===== config.mk =====
export PLATFORM = sky130hd
export DESIGN_NAME = mdu_iterative
export DESIGN_NICKNAME = d
export VERILOG_FILES = /design/src/rtl/mips_pkg.sv /design/src/rtl/mdu_cond_neg.sv /design/src/rtl/mdu_iterative.sv
export SDC_FILE = /design/constraint.sdc
export NUM_CORES = 1
export LEC_CHECK = 0
export CAP_MARGIN = 15
export CORE_MARGIN = 5
export CORE_UTILIZATION = 35
export CTS_CLUSTER_SIZE = 30
export DETAILED_ROUTE_END_ITERATION = 7
export GPL_TIMING_DRIVEN = 0
export SYNTH_ARGS = -nofsm -noshare
export SYNTH_HDL_FRONTEND = slang
export SYNTH_SLANG_ARGS = --single-unit

===== constraint.sdc =====
create_clock -name CLK -period 4.25 [get_ports CLK]
set_clock_uncertainty 0.15 [all_clocks]
set_input_delay 0.85 -clock CLK [delete_from_list [all_inputs] [get_ports CLK]]
set_output_delay 0.85 -clock CLK [all_outputs]
set_load 0.05 [all_outputs]

===== src/rtl/mips_pkg.sv =====
// Shared encodings and sizing helpers for the execute-stage multiply/divide unit.
package mips_pkg;

   typedef enum logic [1:0] {
      MD_MULT  = 2'b00,
      MD_MULTU = 2'b01,
      MD_DIV   = 2'b10,
      MD_DIVU  = 2'b11
   } mdOpT;

   typedef enum logic [1:0] {
      MD_IDLE = 2'b00,
      MD_CALC = 2'b01,
      MD_SIGN = 2'b10,
      MD_DONE = 2'b11
   } mdStateT;

   localparam int MD_DATA_WIDTH = 32;

   // One shift-add or restoring step per operand bit, so the last iteration index is width-1.
   function automatic int mdIterLast(input int width);
      return width - 1;
   endfunction

   function automatic int mdCountWidth(input int width);
      return $clog2(width);
   endfunction

endpackage


===== src/rtl/mdu_cond_neg.sv =====
// Conditional two's-complement negate, used for operand magnitudes and result sign fixup.
module mdu_cond_neg #(
   parameter int WIDTH = 32
) (
   input  logic [WIDTH-1:0] value,
   input  logic             enable,
   output logic [WIDTH-1:0] result
);

   assign result = enable ? (~value + WIDTH'(1)) : value;

endmodule


===== src/rtl/mdu_iterative.sv =====
// Iterative MULT/MULTU/DIV/DIVU unit writing architectural HI/LO.
// Define MDU_DIV_EN to build the restoring divider; without it divides only time out like a real op.
module mdu_iterative
   import mips_pkg::*;
#(
   parameter int DATA_WIDTH = MD_DATA_WIDTH
) (
   input  logic                  CLK,
   input  logic                  RST,
   input  logic [DATA_WIDTH-1:0] SrcA,
   input  logic [DATA_WIDTH-1:0] SrcB,
   input  logic [1:0]            MD_Op,
   input  logic                  Start,
   input  logic                  HI_Wr,
   input  logic                  LO_Wr,
   input  logic [DATA_WIDTH-1:0] WrData,
   output logic [DATA_WIDTH-1:0] HI,
   output logic [DATA_WIDTH-1:0] LO,
   output logic                  Busy,
   output logic                  Done,
   output logic                  DivZero
);

   localparam int W  = DATA_WIDTH;
   localparam int CW = mdCountWidth(DATA_WIDTH);
   localparam logic [CW-1:0] ITER_LAST = CW'(mdIterLast(DATA_WIDTH));

   mdStateT         state;
   logic [W-1:0]    opA;
   logic [W-1:0]    opB;
   logic [2*W-1:0]  acc;
   logic [CW-1:0]   count;
   logic            isDiv;
   logic            prodNeg;

   logic            signedOp;
   logic            signA;
   logic            signB;
   logic [W-1:0]    absA;
   logic [W-1:0]    absB;
   logic [W:0]      mulSum;
   logic [2*W-1:0]  prodFix;

   assign signedOp = (MD_Op == MD_MULT) || (MD_Op == MD_DIV);
   assign signA    = signedOp & SrcA[W-1];
   assign signB    = signedOp & SrcB[W-1];

   mdu_cond_neg #(.WIDTH(W)) uAbsA (.value(SrcA), .enable(signA), .result(absA));
   mdu_cond_neg #(.WIDTH(W)) uAbsB (.value(SrcB), .enable(signB), .result(absB));

   // Multiply keeps the multiplicand in opA and shifts the multiplier out of opB, LSB first.
   assign mulSum = {1'b0, acc[2*W-1:W]} + {1'b0, (opB[0] ? opA : {W{1'b0}})};

   mdu_cond_neg #(.WIDTH(2*W)) uFixProd (.value(acc), .enable(prodNeg), .result(prodFix));

`ifdef MDU_DIV_EN
   logic            remNeg;
   logic            divByZero;
   logic [W:0]      divShift;
   logic [W-1:0]    divTrial;
   logic            divOk;
   logic [W-1:0]    quoFix;
   logic [W-1:0]    remFix;

   // Divide shifts the dividend out of opA MSB first while quotient bits fill in behind it.
   // With a zero divisor every trial succeeds, leaving the dividend magnitude as the remainder.
   assign divShift = {acc[2*W-1:W], opA[W-1]};
   assign divOk    = (divShift >= {1'b0, opB});
   assign divTrial = divShift[W-1:0] - opB;

   mdu_cond_neg #(.WIDTH(W)) uFixQuo (.value(opA), .enable(prodNeg), .result(quoFix));
   mdu_cond_neg #(.WIDTH(W)) uFixRem (.value(acc[2*W-1:W]), .enable(remNeg), .result(remFix));
`endif

   // Control FSM and datapath; HI/LO only move on MTHI/MTLO in IDLE or at the SIGN edge.
   always_ff @(posedge CLK or negedge RST) begin
      if (!RST) begin
         state   <= MD_IDLE;
         opA     <= '0;
         opB     <= '0;
         acc     <= '0;
         count   <= '0;
         isDiv   <= 1'b0;
         prodNeg <= 1'b0;
         HI      <= '0;
         LO      <= '0;
         Busy    <= 1'b0;
         Done    <= 1'b0;
         DivZero <= 1'b0;
`ifdef MDU_DIV_EN
         remNeg    <= 1'b0;
         divByZero <= 1'b0;
`endif
      end else begin
         Done    <= 1'b0;
         DivZero <= 1'b0;
         unique case (state)
            MD_IDLE: begin
               if (Start) begin
                  opA     <= absA;
                  opB     <= absB;
                  acc     <= '0;
                  count   <= '0;
                  isDiv   <= MD_Op[1];
                  prodNeg <= signA ^ signB;
`ifdef MDU_DIV_EN
                  remNeg    <= signA;
                  divByZero <= (SrcB == '0);
`endif
                  Busy    <= 1'b1;
                  state   <= MD_CALC;
               end else begin
                  if (HI_Wr) HI <= WrData;
                  if (LO_Wr) LO <= WrData;
               end
            end
            MD_CALC: begin
               count <= count + CW'(1);
               if (!isDiv) begin
                  acc <= {mulSum, acc[W-1:1]};
                  opB <= opB >> 1;
               end
`ifdef MDU_DIV_EN
               else begin
                  acc[2*W-1:W] <= divOk ? divTrial : divShift[W-1:0];
                  opA          <= {opA[W-2:0], divOk};
               end
`endif
               if (count == ITER_LAST) state <= MD_SIGN;
            end
            MD_SIGN: begin
               if (!isDiv) begin
                  HI <= prodFix[2*W-1:W];
                  LO <= prodFix[W-1:0];
               end
`ifdef MDU_DIV_EN
               else begin
                  HI      <= remFix;
                  LO      <= divByZero ? {W{1'b1}} : quoFix;
                  DivZero <= divByZero;
               end
`endif
               Done  <= 1'b1;
               state <= MD_DONE;
            end
            MD_DONE: begin
               Busy  <= 1'b0;
               state <= MD_IDLE;
            end
         endcase
      end
   end

endmodule


==> metrics.md <==
| Metric | Value |
|---|---|
| Port Buffers | `167` |
| Initial drt markers | `923` |
| Top cells by area, synth | `dfrtp_1 (39%), xor2_1 (5.6%), o21ai_0 (5.4%)` |
| Fraction of layout cells with a size suffix above 1 | `0.0359` |
| I/O pin total | `170` |
| Max VDD drop | `384 uV` |
| CP max stage cell | `or4_1` |
| CP peak stage delay | `530 ps` |
| Crit path arrival time | `4240 ps` |
| Total global routing overflow | `0` |
| Leading area contributor after synthesis | `dfrtp_1` |
| Gr usage total | `0.202` |
| Endpoint type of the worst setup path | `flop` |
| Ys async rst share | `1.00` |
| Type of the worst min-delay path | `in2async` |
| Worst reg2reg startpoint | `opB[0]` |
| Sequential area share after synthesis | `0.389` |
| DRC violation count after routing | `0` |
| Placed cell area | `0.0153 mm^2` |
| Worst path required time | `4550 ps` |
| Cell Rows | `70` |
| Skew-Pair Late Insertion Delay | `520 ps` |
| FMAX | `0.254 GHz` |
| Routed vias | `12208` |
| Final Max Slew Viols | `0` |
| Mux cell area share after synthesis | `0.0108` |
| Final WL | `42.6 mm` |
| Unrepaired setup endpoints after global routing | `false` |
| Synth Register Bits | `203` |
| R2R cell count | `13` |
| Drt wl/cell | `19.4 um` |
| Xor and xnor area share after synthesis | `0.0886` |
| Largest family of logic cells by synthesized area | `compound AO/OA/AOI/OAI gates` |
| Post-route setup slack | `310 ps` |
| Area growth, synth to finish | `23.9%` |
| WP buf/inv | `3` |
| Largest net degree at the start of global routing | `109` |
| CTS clk-pin slew, worst paths | `60 ps` |
| H-tree Lvls | `1` |
| Relative slew slack | `0.306` |
| Routability cong. | `0.933` |
| Final Instance Area | `0.0162 mm^2` |
| Core ar. | `0.0367 mm^2` |
| Synth cell count leaders | `dfrtp_1 (203), nand2_1 (171), o21ai_0 (140)` |
| Util after Layout | `0.440` |
| TritonCTS clock tree | `yes` |
| Height of the die | `203 um` |
| Post-DRT Antenna Nets | `0` |
| Post-synthesis compound-gate area fraction | `0.244` |
| Final Setup Violations | `0` |
| CP max FO | `10` |
| NumNets Final | `1854` |
| Clk root buf | `clkbuf_16` |
| Worst r2r dst | `acc[61]` |
| Ys flop type | `dfrtp_1` |
| Ant. Diodes | `0` |
| Clk sinks | `203` |
| Distinct cells, synth | `67` |
| Filler cells | `3625` |
| CTS buffer count | `24` |
| Fin crit period | `3940 ps` |
| Hold WS | `178 ps` |
| Starting Density | `0.356` |
| Hold Violations, Final | `0` |
| Post-synth EDFFs | `0` |
| P_leak | `6.95 nW` |
| Drt pass-1 iters | `7` |
| Simple-Gate Fraction of Synth Area | `0.187` |
| CP Cell Sequence | `clkbuf_1 -> and2_1 -> ha_1 -> inv_1 -> fa_1 -> nand2b_1 -> a21oi_1 -> o31ai_1 -> o41ai_2 -> buf_4 -> a31oi_1 -> or4_1 -> nand3_1` |
| Avg Inst Size Synth | `8.62 um^2` |
| Hpwl dp | `33.0 mm` |
| Post-Syn Instances | `1513` |
| Bufs on Longest Clock Path | `3` |
| Syn nets | `1658` |
| Setup CP Type | `reg2reg` |
| Status | `finished, final reports clean` |
| Post-place setup slack | `-233 ps` |
| Post-CTS Hold Buffers | `0` |
| Kind of cell adding the most delay to the critical path | `compound AO/OA/AOI/OAI gates` |
| Number of vias per cell | `5.57` |
| R2R setup slack | `310 ps` |
| Initial antenna violation count | `0` |
| Via count of the first global-routing pass | `12193` |
| Die Span X | `203 um` |
| Most frequent cell after synthesis | `dfrtp_1` |
| Global-route wire length before repair | `68.1 mm` |
| Worst Tran Pin Value | `1040 ps` |
| Die area | `0.0412 mm^2` |
| Max-cap violations | `0` |
| Synth Area in Adders | `0.0408` |
| Pwr Density | `817 mW/mm^2` |
| Tcrit/Tclk final | `0.927` |
| Post-Syn Area | `0.0130 mm^2` |
| Worst setup SP type | `flop` |
| Share of the synthesized area in the top cell type | `0.389` |
| YS warnings | `0` |
[state kept, by name, summed over array words and instances, names as in the netlist]
| name | flops |
|---|---|
| LO | 32 |
| count | 5 |
| opA | 32 |
| state | 2 |
| isDiv | 1 |
| prodNeg | 1 |
| HI | 32 |
| acc | 64 |
| opB | 32 |
| Done | 1 |
| Busy | 1 |
[report_power, final]
part | switching (mW) | internal [mW]
Sequential | 0.652 | 2.71
Combinational | 5.15 | 2.59
Clock | 0.841 | 1.26
[cell type report]
| class | count | area (um^2) | share of cell area |
|---|---|---|---|
| Multi-Input combinational cell | 1178 | 7470 | 0.462 |
| Sequential cell | 203 | 5080 | 0.314 |
| Timing Repair Buffer | 170 | 1720 | 0.106 |
| Clock buffer | 34 | 699 | 0.0433 |
| Tap cell | 468 | 586 | 0.0362 |
| Buffer | 102 | 399 | 0.0247 |
| Inverter | 30 | 113 | 0.00697 |
| Clock inverter | 8 | 101 | 0.00627 |
[cells in the final DEF, fill, tap and decap left out, types with 5 or more instances in the layout]
cell type,n
a211oi_1,30
nor3_1,21
nand2b_1,12
a22o_1,31
and3_1,9
a21oi_1,98
nor2_1,138
o31ai_1,32
o21bai_1,6
clkbuf_16,25
mux2i_1,13
a221oi_1,24
clkdlybuf4s50_1,166
nand3_1,22
nand4_1,14
or3_1,35
nand2_1,171
nor2b_1,8
a32o_1,6
dfrtp_1,203
o221ai_1,10
clkbuf_1,96
or4_1,15
o211ai_1,9
inv_1,29
o41ai_1,14
xnor2_1,48
a31oi_1,5
o21a_1,6
a21o_1,35
o21ai_0,140
ha_1,41
nor4_1,14
xor2_1,84
and2_1,35
buf_1,5
[worst reg2reg max path, stage by stage (launching register included)]
cell,delay [ps]
dfrtp_1,420
clkbuf_1,270
and2_1,240
ha_1,200
inv_1,70
fa_1,380
nand2b_1,230
a21oi_1,330
o31ai_1,250
o41ai_2,320
buf_4,190
a31oi_1,240
or4_1,530
nand3_1,90
[metrics by stage]
step / cells / total power [mW] / TNS [ps]
2_1_floorplan: 1513 / 8.49 / 0
3_3_place_gp: 2148 / 11.0 / -1353490
3_5_place_dp: 2149 / 11.1 / -405
4_1_cts: 2191 / 13.3 / 0
5_1_grt: 2193 / 14.1 / 0
6_report: 2193 / 13.2 / 0
[cell families (layout without fill, tap and decap cells)]
family	after synthesis	count (layout)
flip-flops	203	203
AND/OR/NAND/NOR	509	509
buffers and inverters	132	344
AO/OA/AOI/OAI	480	480
XOR/XNOR	132	132
multiplexers	14	14
other	1	1
adder cells (fa/ha/maj)	42	42
[metal layers]
metal / wire (um) / part of all wire / vias up / track usage
met2: 19400 / 0.46 / 365 / 0.327
met4: 916 / 0.022 / 0 / 0.0499
met1: 19800 / 0.46 / 5905 / 0.286
met5: 0 / 0 / - / 0
li1: - / - / 5877 / -
met3: 2490 / 0.059 / 61 / 0.0305
[worst max path at each step]
stage                          to  depth (start not counted)  slack, ps  startpoint
after floorplan           acc[61]                         12        920      opB[0]
after detailed placement  acc[61]                         12       -230      opB[0]
after global placement    acc[44]                          1      -6690         RST
after global routing      acc[61]                         13         70      opB[0]
after CTS                 acc[61]                         12        120      opB[0]
final                     acc[61]                         13        310      opB[0]
[what timing repair did]
item,in CTS,in global routing
resized for setup,1,2
pin swaps,0,1
setup buffers,0,2
endpoints found under the hold margin,0,0
endpoints found under the setup margin,2,4
Power figures use the tool's default switching activity.
